<file path="src/rtl/rv32i_boot_ctrl.sv">
// rtl/rv32i_boot_ctrl.sv - boot sequencer: loads a byte-stream image into RAM, then releases the rv32i core
// Optional trailing payload checksum byte is enabled by defining RV32I_BOOT_CSUM_EN.
module rv32i_boot_ctrl #(
  parameter int unsigned MEM_AW    = 10,
  parameter logic [31:0] LOAD_BASE = 32'h0000_0000
) (
  input  logic        clk_i,
  input  logic        rst_i,
  input  logic        start_i,
  input  logic [7:0]  rx_data_i,
  input  logic        rx_valid_i,
  output logic        rx_ready_o,
  output logic [31:0] mem_addr_o,
  output logic [31:0] mem_dout_o,
  output logic        mem_we_o,
  output logic [3:0]  mem_be_o,
  output logic        core_rst_no,
  output logic        busy_o,
  output logic        done_o,
  output logic        err_o
);

  localparam logic [32:0] CAPACITY = 33'd1 << MEM_AW;

  typedef enum logic [2:0] {S_HDR, S_DATA, S_WRITE, S_RUN, S_ERR, S_CSUM} state_t;

`ifdef RV32I_BOOT_CSUM_EN
  localparam state_t S_LAST = S_CSUM;
`else
  localparam state_t S_LAST = S_RUN;
`endif

  state_t          state_q, state_d;
  logic [1:0]      byte_cnt_q, byte_cnt_d;
  logic [23:0]     hdr_q, hdr_d;
  logic [MEM_AW:0] n_q, n_d;
  logic [MEM_AW:0] word_idx_q, word_idx_d;
  logic [31:0]     word_q, word_d;
  logic            core_rst_q, core_rst_d;
`ifdef RV32I_BOOT_CSUM_EN
  logic [7:0]      csum_q, csum_d;
`endif
  logic            rx_fire;
  logic            restart;
  logic [31:0]     hdr_word;

  assign rx_fire  = rx_valid_i & rx_ready_o;
  assign hdr_word = {rx_data_i, hdr_q};

  always_comb begin
    state_d    = state_q;
    byte_cnt_d = byte_cnt_q;
    hdr_d      = hdr_q;
    n_d        = n_q;
    word_idx_d = word_idx_q;
    word_d     = word_q;
    core_rst_d = 1'b0;
    restart    = 1'b0;
`ifdef RV32I_BOOT_CSUM_EN
    csum_d     = csum_q;
`endif
    case (state_q)
      S_HDR: begin
        if (rx_fire) begin
          byte_cnt_d = byte_cnt_q + 2'd1;
          case (byte_cnt_q)
            2'd0: hdr_d[7:0]   = rx_data_i;
            2'd1: hdr_d[15:8]  = rx_data_i;
            2'd2: hdr_d[23:16] = rx_data_i;
            default: begin
              if (hdr_word == 32'd0) begin
                state_d = S_LAST;
              end else if ({1'b0, hdr_word} > CAPACITY) begin
                state_d = S_ERR;
              end else begin
                state_d    = S_DATA;
                n_d        = hdr_word[MEM_AW:0];
                word_idx_d = '0;
              end
            end
          endcase
        end
      end
      S_DATA: begin
        if (rx_fire) begin
          byte_cnt_d = byte_cnt_q + 2'd1;
          word_d[{byte_cnt_q, 3'b000} +: 8] = rx_data_i;
`ifdef RV32I_BOOT_CSUM_EN
          csum_d = csum_q ^ rx_data_i;
`endif
          if (byte_cnt_q == 2'd3) state_d = S_WRITE;
        end
      end
      S_WRITE: begin
        word_idx_d = word_idx_q + (MEM_AW + 1)'(1);
        state_d    = (word_idx_d == n_q) ? S_LAST : S_DATA;
      end
`ifdef RV32I_BOOT_CSUM_EN
      S_CSUM: begin
        if (rx_fire) state_d = (rx_data_i == csum_q) ? S_RUN : S_ERR;
      end
`endif
      // core reset release lags RUN entry by one edge but drops on the restart edge
      S_RUN: begin
        core_rst_d = ~start_i;
        restart    = start_i;
      end
      S_ERR: restart = start_i;
      default: state_d = S_HDR;
    endcase

    if (restart) begin
      state_d    = S_HDR;
      byte_cnt_d = '0;
      hdr_d      = '0;
      n_d        = '0;
      word_idx_d = '0;
      word_d     = '0;
`ifdef RV32I_BOOT_CSUM_EN
      csum_d     = '0;
`endif
    end
  end

  always_ff @(posedge clk_i or posedge rst_i) begin
    if (rst_i) begin
      state_q    <= S_HDR;
      byte_cnt_q <= '0;
      hdr_q      <= '0;
      n_q        <= '0;
      word_idx_q <= '0;
      word_q     <= '0;
      core_rst_q <= 1'b0;
`ifdef RV32I_BOOT_CSUM_EN
      csum_q     <= '0;
`endif
    end else begin
      state_q    <= state_d;
      byte_cnt_q <= byte_cnt_d;
      hdr_q      <= hdr_d;
      n_q        <= n_d;
      word_idx_q <= word_idx_d;
      word_q     <= word_d;
      core_rst_q <= core_rst_d;
`ifdef RV32I_BOOT_CSUM_EN
      csum_q     <= csum_d;
`endif
    end
  end

  assign rx_ready_o  = (state_q == S_HDR) || (state_q == S_DATA) || (state_q == S_CSUM);
  assign mem_we_o    = (state_q == S_WRITE);
  assign mem_be_o    = {4{mem_we_o}};
  assign mem_addr_o  = LOAD_BASE + (32'(word_idx_q) << 2);
  assign mem_dout_o  = word_q;
  assign core_rst_no = core_rst_q;
  assign done_o      = (state_q == S_RUN);
  assign err_o       = (state_q == S_ERR);
  assign busy_o      = (state_q != S_RUN) && (state_q != S_ERR);

endmodule

</file>
<file path="config.mk">
export PLATFORM = sky130hd
export DESIGN_NAME = rv32i_boot_ctrl
export DESIGN_NICKNAME = d
export VERILOG_FILES = /design/src/rtl/rv32i_boot_ctrl.sv
export SDC_FILE = /design/constraint.sdc
export NUM_CORES = 1
export LEC_CHECK = 0
export CORE_UTILIZATION = 53
export CTS_BUF_LIST = sky130_fd_sc_hd__clkbuf_2 sky130_fd_sc_hd__clkbuf_4 sky130_fd_sc_hd__clkbuf_8
export DETAILED_ROUTE_END_ITERATION = 8
export HOLD_SLACK_MARGIN = 0.08
export PLACE_DENSITY = 0.86
export SYNTH_ARGS = -nofsm -noshare
export SYNTH_HDL_FRONTEND = slang
export SYNTH_SLANG_ARGS = --single-unit
</file>
<file path="constraint.sdc">
create_clock -name clk_i -period 3.9 [get_ports clk_i]
set_input_delay 1.17 -clock clk_i [delete_from_list [all_inputs] [get_ports clk_i]]
set_output_delay 1.17 -clock clk_i [all_outputs]
set_load 0.02 [all_outputs]
</file>
After elaboration in Yosys (flattened, before gate mapping) --
Cells that the tools add are included.
Storage, ports and cells: bits in registers 84, output and inout port bits 74
Operators by class: $add $sub $neg 3, order comparisons 1, eq/ne operators 21, shift-type cells 2, mux-type cells 36, bitwise operators 2, reductions and logical operators 25
Operators by type and width (count):
- 11-bit 2-to-1 mux | 11
- 32-bit 2-to-1 mux | 3
- 24-bit 2-to-1 mux | 3
- 32-bit bitwise mux | 1
- 32-bit by 11-bit > comparator with 1-bit output, second input constant | 1
- 32-bit logical NOT | 1
- 8-bit by 7-bit variable shift with 32-bit output, first input constant | 1
- 8-bit by 7-bit variable part select with 32-bit output | 1
- 8-bit 2-to-1 mux | 3
- 11-bit case mux with 2 select lines | 1
- 3-bit 2-to-1 mux | 7
- 3-bit inequality test, second input constant | 7
- 5-bit AND reduction | 3
- 2-bit nonzero test | 7
- 3-bit case mux with 4 select lines | 1
- 11-bit by 1-bit adder with 11-bit output, second input constant | 1
- 11-bit == test | 1
- 3-bit AND reduction | 3
- 2-bit 2-to-1 mux | 4
- 5-bit negation with 7-bit output | 1
- 3-bit by 2-bit == test with 1-bit output, second input constant | 2
- 3-bit == test, second input constant | 2
- 2-bit == test, second input constant | 2
- 2-bit by 1-bit inequality test with 1-bit output, second input constant | 2
- 16 further kinds | 21

Depth between registers and ports, before layout --
Gate-level depths: netlist (run 1).
depth after elaboration 7, depth in mapped cells 8

Least setup slack after synthesis (run 1) --
Ideal clock, no wire load.
path type reg2out, from reg state_q[0], to out mem_be_o[0], arrival time 1851 ps, required time 2730 ps, setup slack 879 ps, stages on the path, launching flop included 7, buffers on the path 4, path through dfrtp_1 -> buf_2 -> or3_1 -> buf_2 -> clkinv_1 -> buf_1 -> buf_4
On the way: word-level cells in the longest chain between the ends 1
Ends and longest elaborated chain:
- from (decl) | RTL line 33 | state_t state_q, state_d;
- from (signal assigned) | RTL line 138 | state_q <= state_d;
- 3-bit by 2-bit == test with 1-bit output | RTL line 152 | assign mem_we_o = (state_q == S_WRITE);
- to (decl) | RTL line 16 | output logic [3:0] mem_be_o,
Every way passes these cells.

Final worst setup path (run 1) --
from reg state_q[1], to out mem_be_o[2]
The elaborated chain is that of the path after synthesis.

==> impl_metrics.py, run 1 <==
metrics = {
    "routing": {
        "route.detailed.drc": 0,
        "vias": 3434,
        "wire_per_inst_um": 17.0,
        "ant_nets": 0,
        "first_pass_iters": 4,
        "drtIter0Drc": 262,
        "viasPerCell": 5.83,
        "routed_wl_mm": 10.0,
    },
    "clock_network": {
        "cts_resized": 0,
        "postCtsSetupRepairBufs": 0,
        "cts_tree": "built",
        "ctsHtreeMaxLevel": 3,
        "cts_hold_buffers": 0,
        "cts_buffer_depth": 2,
        "cts_buffers": 9,
        "cts_root_buf": "clkbuf_8",
        "clock-sinks": 84,
        "cts.clk_slew.worst_paths_ps": 90,
        "clk_latency_ps": 350,
    },
    "critical_path": {
        "r2r_slack_ps": 1270,
        "path_max_fanout": 10,
        "worstSetupStartpoint": "state_q[1]",
        "cp-end-kind": "output pin",
        "critPathBufInv": 3,
        "crit_cells": 4,
        "cp_cell_sequence": "inv_2, or3_1, clkinv_1, clkdlybuf4s50_1",
        "critPathKind": "reg -> out",
        "cp-endpoint": "mem_be_o[2]",
        "cp_data_arrival_time_ps": 2320,
        "start_kind": "flop",
        "rr_endpoint": "state_q[1]",
        "max_stage_delay_ps": 640,
        "r2r_start": "word_idx_q[0]",
        "cp_top_family": "buffers and inverters",
        "r2r_cells": 6,
        "cp.required_ps": 2730,
        "slowest_stage": "clkdlybuf4s50_1",
    },
    "timing": {
        "rsz0062_at_grt": "no",
        "relSlewSlack": 0.499,
        "holdWs_ps": 495,
        "period_share": 0.894,
        "fmaxAchievable_ghz": 0.287,
        "tightest_slew_ps": 752,
        "setup_violations": 0,
        "slew_viol_final": 0,
        "min_period_ps": 3490,
        "hold_violations": 0,
        "setup_tns_ps": 0,
        "setup_ws_ps": 413,
        "fin_skew_ps": 9.74,
    },
    "placed_design": {
        "dp_hpwl_mm": 7.14,
        "port_buffers": 64,
        "placed_area_sq_mm": 0.00486,
        "dp_slack_ps": 362,
        "gp_congestion": 0.859,
    },
    "logic_synthesis": {
        "synth_cell_types": 57,
        "synthAdderAreaFrac": 0.0269,
        "synth_compound_area_frac": 0.187,
        "ys_ff_latch": 84,
        "syn_area_per_cell_sq_um": 10.0,
        "synthesis.instances": 419,
        "synth_top_family_by_area": "compound AO/OA/AOI/OAI gates",
        "synth_edf_count": 0,
        "synth-xor-area-share": 0.0293,
        "yosysWarnings": 0,
        "yosys.area_share.simple": 0.166,
        "async_reset_ff_frac": 1.00,
        "syn_area_sq_mm": 0.00419,
        "ys.flop_type": "dfrtp_1",
        "ys_seq_area_frac": 0.502,
        "post_synth_mux_area_share": 0.0143,
    },
    "layout": {
        "area_delta_synth_final_pct": 21.7,
        "multi_input_area_sq_mm": 0.00186,
        "nets": 503,
        "seq_area_sq_mm": 0.00210,
        "drive_above_1_share": 0.0883,
        "final_cell_area_sq_mm": 0.00510,
        "antenna_cells": 0,
        "num-fill-cells": 583,
    },
    "die": {
        "fp-row-count": 32,
        "io_pins": 86,
        "die_width_um": 90.9,
        "die_height_um": 90.9,
        "initial_core_util": 0.545,
        "core_area_sq_mm": 0.00769,
        "die_area_sq_mm": 0.00826,
    },
    "power": {
        "powerDensity_mw_per_mm2": 649,
        "netSwitchingPower_mw": 1.28,
        "p_int_mw": 2.03,
        "p_sw_frac": 0.386,
        "ir_worst_vdd_mv": 0.289,
        "power_frac_comb": 0.363,
        "leakagePower_nw": 2.27,
        "seqPwrFrac": 0.414,
        "clockPowerShare": 0.223,
    },
    "grt": {
        "antenna_found_initial": 0,
        "grt_overflow": 0,
        "track_usage": 0.256,
        "grt_max_degree": 36,
        "grt_pass1_vias": 3324,
        "grt_pass1_wl_mm": 16.4,
    },
    "flow_run": {
        "cap_violations": 0,
    },
    "min_path": {
        "worstHoldStart": "mem_dout_o[24]",
        "worstHoldPathType": "reg -> reg",
    },
    "status": {
        "status": "complete, no violations",
    },
}
==> flip-flops by register name, summed over array words and instances (netlist names) <==
name	count
n_q	11
state_q	3
mem_dout_o	32
core_rst_no	1
word_idx_q	11
byte_cnt_q	2
hdr_q	24
==> Yosys cell counts, drive strengths merged (6+ instances only) <==
cell type | number | share of area
dfrtp | 84 | 0.50
nand2 | 67 | 0.060
buf | 37 | 0.059
o21ai | 35 | 0.042
a22o | 30 | 0.063
nor2 | 19 | 0.017
a21oi | 18 | 0.022
nand3 | 10 | 0.012
xnor2 | 10 | 0.021
clkbuf | 9 | 0.0084
ha | 9 | 0.027
nor3 | 8 | 0.011
a31oi | 7 | 0.010
nor4 | 7 | 0.013
inv | 6 | 0.0054
mux2i | 6 | 0.014
==> worst min-delay path, stage by stage, from the launching register on <==
cell and delay, ps:
dfrtp_1 360, nand2_1 50, o41ai_1 50
==> worst min-delay path by stage <==
| stage | slack, ps | to | depth (start not counted) |
|---|---|---|---|
| after global placement | 460 | hdr_q[13] | 2 |
| after CTS | 490 | mem_dout_o[24] | 2 |
| after global routing | 530 | mem_dout_o[24] | 2 |
| final | 500 | mem_dout_o[24] | 2 |
| after floorplan | 450 | hdr_q[11] | 2 |
| after detailed placement | 480 | mem_dout_o[24] | 2 |
==> per-layer routing <==
layer / wire (um) / global-route usage
met1: 4220 / 0.325
met5: 0 / 0
met4: 213 / 0.0952
met2: 4910 / 0.422
met3: 667 / 0.0690
==> cells in the final DEF (no fill, tap or decap), drive strengths merged, types with 7 or more instances in the layout <==
| cell | count |
|---|---|
| o21ai | 35 |
| clkbuf | 9 |
| nand2 | 67 |
| nor2 | 19 |
| nand3 | 10 |
| a21oi | 18 |
| clkdlybuf4s50 | 64 |
| ha | 9 |
| a22o | 30 |
| buf | 14 |
| nor3 | 8 |
| a31oi | 7 |
| conb | 21 |
| dfrtp | 84 |
| xnor2 | 10 |
| nor4 | 7 |
==> stage by stage <==
step / total power [mW] / utilization / cells
detailed placement: 2.56 / 0.632 / 573
floorplan: 2.11 / - / 439
global placement: 2.50 / 0.632 / 573
finish: 3.31 / 0.663 / 589
CTS: 3.31 / 0.663 / 589
global route: 3.50 / 0.663 / 589
==> cell type report <==
cell class	instances	area share
timing repair buffer	78	0.146
clock buffer	9	0.0243
sequential	84	0.412
multi-input combinational	302	0.364
clock inverter	7	0.0223
inverter	7	0.00540
tap	102	0.0250
==> power groups by stage <==
stage | Clock (mW) | Sequential [mW] | Combinational (mW)
finish | 0.737 | 1.37 | 1.20
global route | 0.794 | 1.40 | 1.31
CTS | 0.752 | 1.36 | 1.20
floorplan | 0 | 1.36 | 0.746
detailed placement | 0 | 1.37 | 1.19
global placement | 0 | 1.36 | 1.15
==> logic make-up after synthesis <==
kind of cell | after synthesis
AO/OA/AOI/OAI | 112
other | 1
AND/OR/NAND/NOR | 140
adder cells (fa/ha/maj) | 9
flip-flops | 84
multiplexers | 6
XOR/XNOR | 14
buffers and inverters | 53
Power figures use the tool's default switching activity.
==> run 2, diff against run 1 <==
--- a/config.mk
+++ b/config.mk
@@ -5,6 +5,7 @@
 export SDC_FILE = /design/constraint.sdc
 export NUM_CORES = 1
 export LEC_CHECK = 0
+export CORE_ASPECT_RATIO = 1.1
 export CORE_UTILIZATION = 53
 export CTS_BUF_LIST = sky130_fd_sc_hd__clkbuf_2 sky130_fd_sc_hd__clkbuf_4 sky130_fd_sc_hd__clkbuf_8
 export DETAILED_ROUTE_END_ITERATION = 8
==> impl_metrics.py, run 2 (synthesized netlist as in run 1, its figures left out) <==
metrics = {
    "power": {
        "powerDensity_mw_per_mm2": 641,
        "power_mw": 3.26,
        "ir_worst_vdd_mv": 0.295,
        "leakagePower_nw": 2.26,
    },
    "clock_network": {
        "postCtsSetupRepairBufs": 0,
        "cts_hold_buffers": 0,
        "ctsHtreeMaxLevel": 3,
        "cts_tree": "built",
        "clk_latency_ps": 360,
        "cts_root_buf": "clkbuf_8",
        "cts_buffer_depth": 2,
        "cts_buffers": 9,
        "cts.clk_slew.worst_paths_ps": 90,
        "cts_resized": 0,
        "clock-sinks": 84,
    },
    "layout": {
        "largest_register_ffs": 32,
        "area_delta_synth_final_pct": 21.5,
        "nets": 501,
        "seq_area_sq_mm": 0.00210,
        "layout_common_cells": "dfrtp_1, nand2_1, clkdlybuf4s50_1",
        "num-fill-cells": 584,
        "multi_input_area_sq_mm": 0.00186,
        "final_common_cell": "dfrtp_1",
        "final_cell_area_sq_mm": 0.00509,
        "antenna_cells": 0,
        "drive_above_1_share": 0.0845,
    },
    "critical_path": {
        "path_max_fanout": 12,
        "start_kind": "flop",
        "rr_endpoint": "state_q[1]",
        "cp-end-kind": "output pin",
        "r2r_slack_ps": 1260,
        "worstSetupStartpoint": "state_q[1]",
        "critPathKind": "reg -> out",
        "cp.required_ps": 2730,
        "r2r_cells": 6,
        "cp_data_arrival_time_ps": 2330,
        "r2r_start": "word_idx_q[0]",
        "cp-endpoint": "mem_be_o[2]",
    },
    "die": {
        "core_area_sq_mm": 0.00756,
        "die_area_sq_mm": 0.00826,
        "die_width_um": 86.8,
        "fp-row-count": 33,
        "io_pins": 86,
        "die_height_um": 95.2,
        "initial_core_util": 0.554,
    },
    "timing": {
        "setup_tns_ps": 0,
        "setup_violations": 0,
        "slew_viol_final": 0,
        "tightest_slew_ps": 1070,
        "fmaxAchievable_ghz": 0.286,
        "relSlewSlack": 0.277,
        "hold_violations": 0,
        "fin_skew_ps": 10.5,
        "min_period_ps": 3500,
        "period_share": 0.898,
        "rsz0062_at_grt": "no",
    },
    "grt": {
        "antenna_found_initial": 0,
        "grt_pass1_vias": 3229,
        "grt_overflow": 0,
        "grt_pass1_wl_mm": 16.1,
        "grt_max_degree": 47,
        "track_usage": 0.261,
    },
    "routing": {
        "viasPerCell": 5.72,
        "ant_nets": 0,
        "routed_wl_mm": 9.90,
        "first_pass_iters": 4,
        "wire_per_inst_um": 16.8,
        "route.detailed.drc": 0,
        "vias": 3374,
        "drtIter0Drc": 166,
    },
    "flow_run": {
        "cap_violations": 0,
    },
    "min_path": {
        "worstHoldStart": "hdr_q[20]",
        "worstHoldPathType": "reg -> reg",
        "hold_depth": 2,
    },
    "placed_design": {
        "gp_congestion": 0.892,
        "dp_hpwl_mm": 7.23,
        "port_buffers": 64,
        "placed_area_sq_mm": 0.00486,
    },
    "status": {
        "status": "complete, no violations",
    },
}
## run 2: cell types whose count changed in the layout (fill, tap and decap cells not counted)
cell        before  now
clkbuf_4         0    1
inv_6            1    0
clkinvlp_4       0    1
bufinv_16        3    2
buf_12           0    1
buf_4           14   11
clkinv_4         0    2
clkinv_2         4    1
clkbuf_8         9   10
## run 2: worst max-delay path: stages, from the launching register on
cell and delay [ps]:
dfrtp_1 550, inv_2 70, or3_1 460, clkinv_1 240, clkdlybuf4s50_1 650
## run 2: final cells by class
cell class              count  area share
clock buffers              11      0.0285
clock inverters             5      0.0167
inverters                   7     0.00541
multi-input cells         302       0.365
flip-flops and latches     84       0.413
well taps                 105      0.0258
repair buffers             76       0.146
## run 2: worst min path at each step
stage                 to
2_1_floorplan  hdr_q[11]
3_3_place_gp   hdr_q[16]
3_5_place_dp   hdr_q[14]
4_1_cts        hdr_q[14]
5_1_grt        hdr_q[11]
6_report       hdr_q[20]
## run 2: routing by layer
metal / track usage / wire length (um)
met5: 0 / 0
met4: 0.115 / 235
met1: 0.318 / 4070
met3: 0.0511 / 558
met2: 0.452 / 5040
## run 2: per-stage QoR
step                      instances  hold WS (ps)   util  setup WS, ps
after floorplan                 439           450      -           565
after global placement          574           464  0.643           618
after detailed placement        574           475  0.643           528
after CTS                       590           493  0.674           382
after global routing            590           512  0.674           304
final                           590           495  0.674           398
## run 2: power breakdown
| part | internal [mW] | total [mW] | switching (mW) |
|---|---|---|---|
| Sequential | 1.10 | 1.36 | 0.265 |
| Combinational | 0.510 | 1.20 | 0.685 |
| Clock | 0.388 | 0.708 | 0.320 |
==> run 3, diff against run 2 <==
--- a/config.mk
+++ b/config.mk
@@ -11,6 +11,7 @@
 export DETAILED_ROUTE_END_ITERATION = 8
 export HOLD_SLACK_MARGIN = 0.08
 export PLACE_DENSITY = 0.86
+export SLEW_MARGIN = 20
 export SYNTH_ARGS = -nofsm -noshare
 export SYNTH_HDL_FRONTEND = slang
 export SYNTH_SLANG_ARGS = --single-unit
==> impl_metrics.py, run 3 (synthesized netlist as in run 1, its figures left out) <==
metrics = {
    "min_path": {
        "worstHoldStart": "hdr_q[15]",
        "worstHoldPathType": "reg -> reg",
    },
    "power": {
        "leakagePower_nw": 2.26,
        "p_sw_frac": 0.389,
        "clockPowerShare": 0.217,
        "ir_worst_vdd_mv": 0.295,
        "seqPwrFrac": 0.417,
        "netSwitchingPower_mw": 1.27,
        "power_frac_comb": 0.366,
        "power_mw": 3.26,
        "powerDensity_mw_per_mm2": 641,
        "p_int_mw": 1.99,
    },
    "critical_path": {
        "worstSetupStartpoint": "state_q[1]",
        "slowest_stage": "clkdlybuf4s50_1",
        "start_kind": "flop",
        "path_max_fanout": 12,
        "cp-end-kind": "output pin",
        "r2r_start": "word_idx_q[0]",
        "critPathBufInv": 3,
        "max_stage_delay_ps": 650,
        "cp_data_arrival_time_ps": 2330,
        "critPathKind": "reg -> out",
        "cp.required_ps": 2730,
        "cp_top_family": "buffers and inverters",
        "cp_cell_sequence": "inv_2, or3_1, clkinv_1, clkdlybuf4s50_1",
    },
    "timing": {
        "setup_violations": 0,
        "fmaxAchievable_ghz": 0.286,
        "setup_tns_ps": 0,
        "slew_viol_final": 0,
        "rsz0062_at_grt": "no",
        "tightest_slew_ps": 785,
        "min_period_ps": 3500,
        "period_share": 0.898,
        "fin_skew_ps": 10.5,
        "hold_violations": 0,
        "relSlewSlack": 0.477,
    },
    "placed_design": {
        "place_inst": 574,
        "gp_congestion": 0.892,
        "port_buffers": 64,
        "dp_hpwl_mm": 7.23,
    },
    "routing": {
        "wire_per_inst_um": 16.8,
        "routed_wl_mm": 9.89,
        "drtIter0Drc": 167,
        "vias": 3375,
        "ant_nets": 0,
        "route.detailed.drc": 0,
        "first_pass_iters": 4,
        "viasPerCell": 5.72,
    },
    "clock_network": {
        "clk_latency_ps": 360,
        "cts_hold_buffers": 0,
        "cts.clk_slew.worst_paths_ps": 90,
        "cts_root_buf": "clkbuf_8",
        "cts_buffers": 9,
        "postCtsSetupRepairBufs": 0,
        "clock-sinks": 84,
        "cts_buffer_depth": 2,
        "ctsHtreeMaxLevel": 3,
        "cts_tree": "built",
        "cts_resized": 0,
    },
    "layout": {
        "final_common_cell": "dfrtp_1",
        "antenna_cells": 0,
        "area_delta_synth_final_pct": 21.5,
        "largest_register_ffs": 32,
        "fin_cells": 590,
        "drive_above_1_share": 0.0845,
        "post-route-util": 0.674,
        "layout_common_cells": "dfrtp_1, nand2_1, clkdlybuf4s50_1",
        "nets": 501,
    },
    "die": {
        "die_width_um": 86.8,
        "core_area_sq_mm": 0.00756,
        "die_height_um": 95.2,
        "die_area_sq_mm": 0.00826,
        "io_pins": 86,
        "fp-row-count": 33,
        "initial_core_util": 0.554,
    },
    "grt": {
        "grt_pass1_vias": 3229,
        "track_usage": 0.261,
        "grt_max_degree": 47,
        "grt_overflow": 0,
        "antenna_found_initial": 0,
        "grt_pass1_wl_mm": 16.1,
    },
    "status": {
        "status": "complete, no violations",
    },
    "flow_run": {
        "cap_violations": 0,
    },
}
-- run 3: cell counts in the layout (fill, tap and decap cells not counted) --
Identical to the previous run, type by type.
-- run 3: layout make-up --
class	count	area, sq um
Tap cell	105	131
Timing Repair Buffer	76	743
Clock buffer	11	145
Fill cell	584	2470
Sequential cell	84	2100
Inverter	7	27.5
Multi-Input combinational cell	302	1860
Clock inverter	5	85.1
-- run 3: worst paths after layout --
kind | slack (ps) | to | depth (start not counted)
max | 400 | mem_be_o[2] | 4
min | 500 | hdr_q[15] | 2
max reg2reg | 1260 | state_q[1] | 6
max in group asynchronous | 2010 | hdr_q[19] | 3
min reg2reg | 500 | hdr_q[15] | 2
min in group asynchronous | 1220 | state_q[1] | 2
-- run 3: power by group through the flow --
stage                     logic [mW]  clock network (mW)  registers (mW)
after floorplan                0.746                   0            1.36
after global placement          1.15                   0            1.35
after detailed placement        1.20                   0            1.37
after CTS                       1.20               0.717            1.36
after global routing            1.32               0.751            1.39
final                           1.20               0.708            1.36
-- run 3: routing by layer --
layer	vias up	share of wire	wire, um	track usage
met5	-	0	0	0
met4	0	0.024	235	0.115
met3	19	0.056	549	0.0511
met2	132	0.51	5030	0.452
met1	1652	0.41	4070	0.318
li1	1572	-	-	-
-- run 3: through the flow --
stage          area (sq um)  hold WS (ps)  setup slack (ps)
3_3_place_gp           4860           464               618
3_5_place_dp           4860           475               528
2_1_floorplan          4260           450               565
6_report               5090           495               398
5_1_grt                5090           512               304
4_1_cts                5090           493               382
-- run 3: worst register-to-register path, stage by stage, from the launching register on --
cell,delay [ps]
dfrtp_1,500
ha_1,400
nand2_1,160
nor4_1,620
xnor2_1,140
or4_1,500
o41ai_2,230
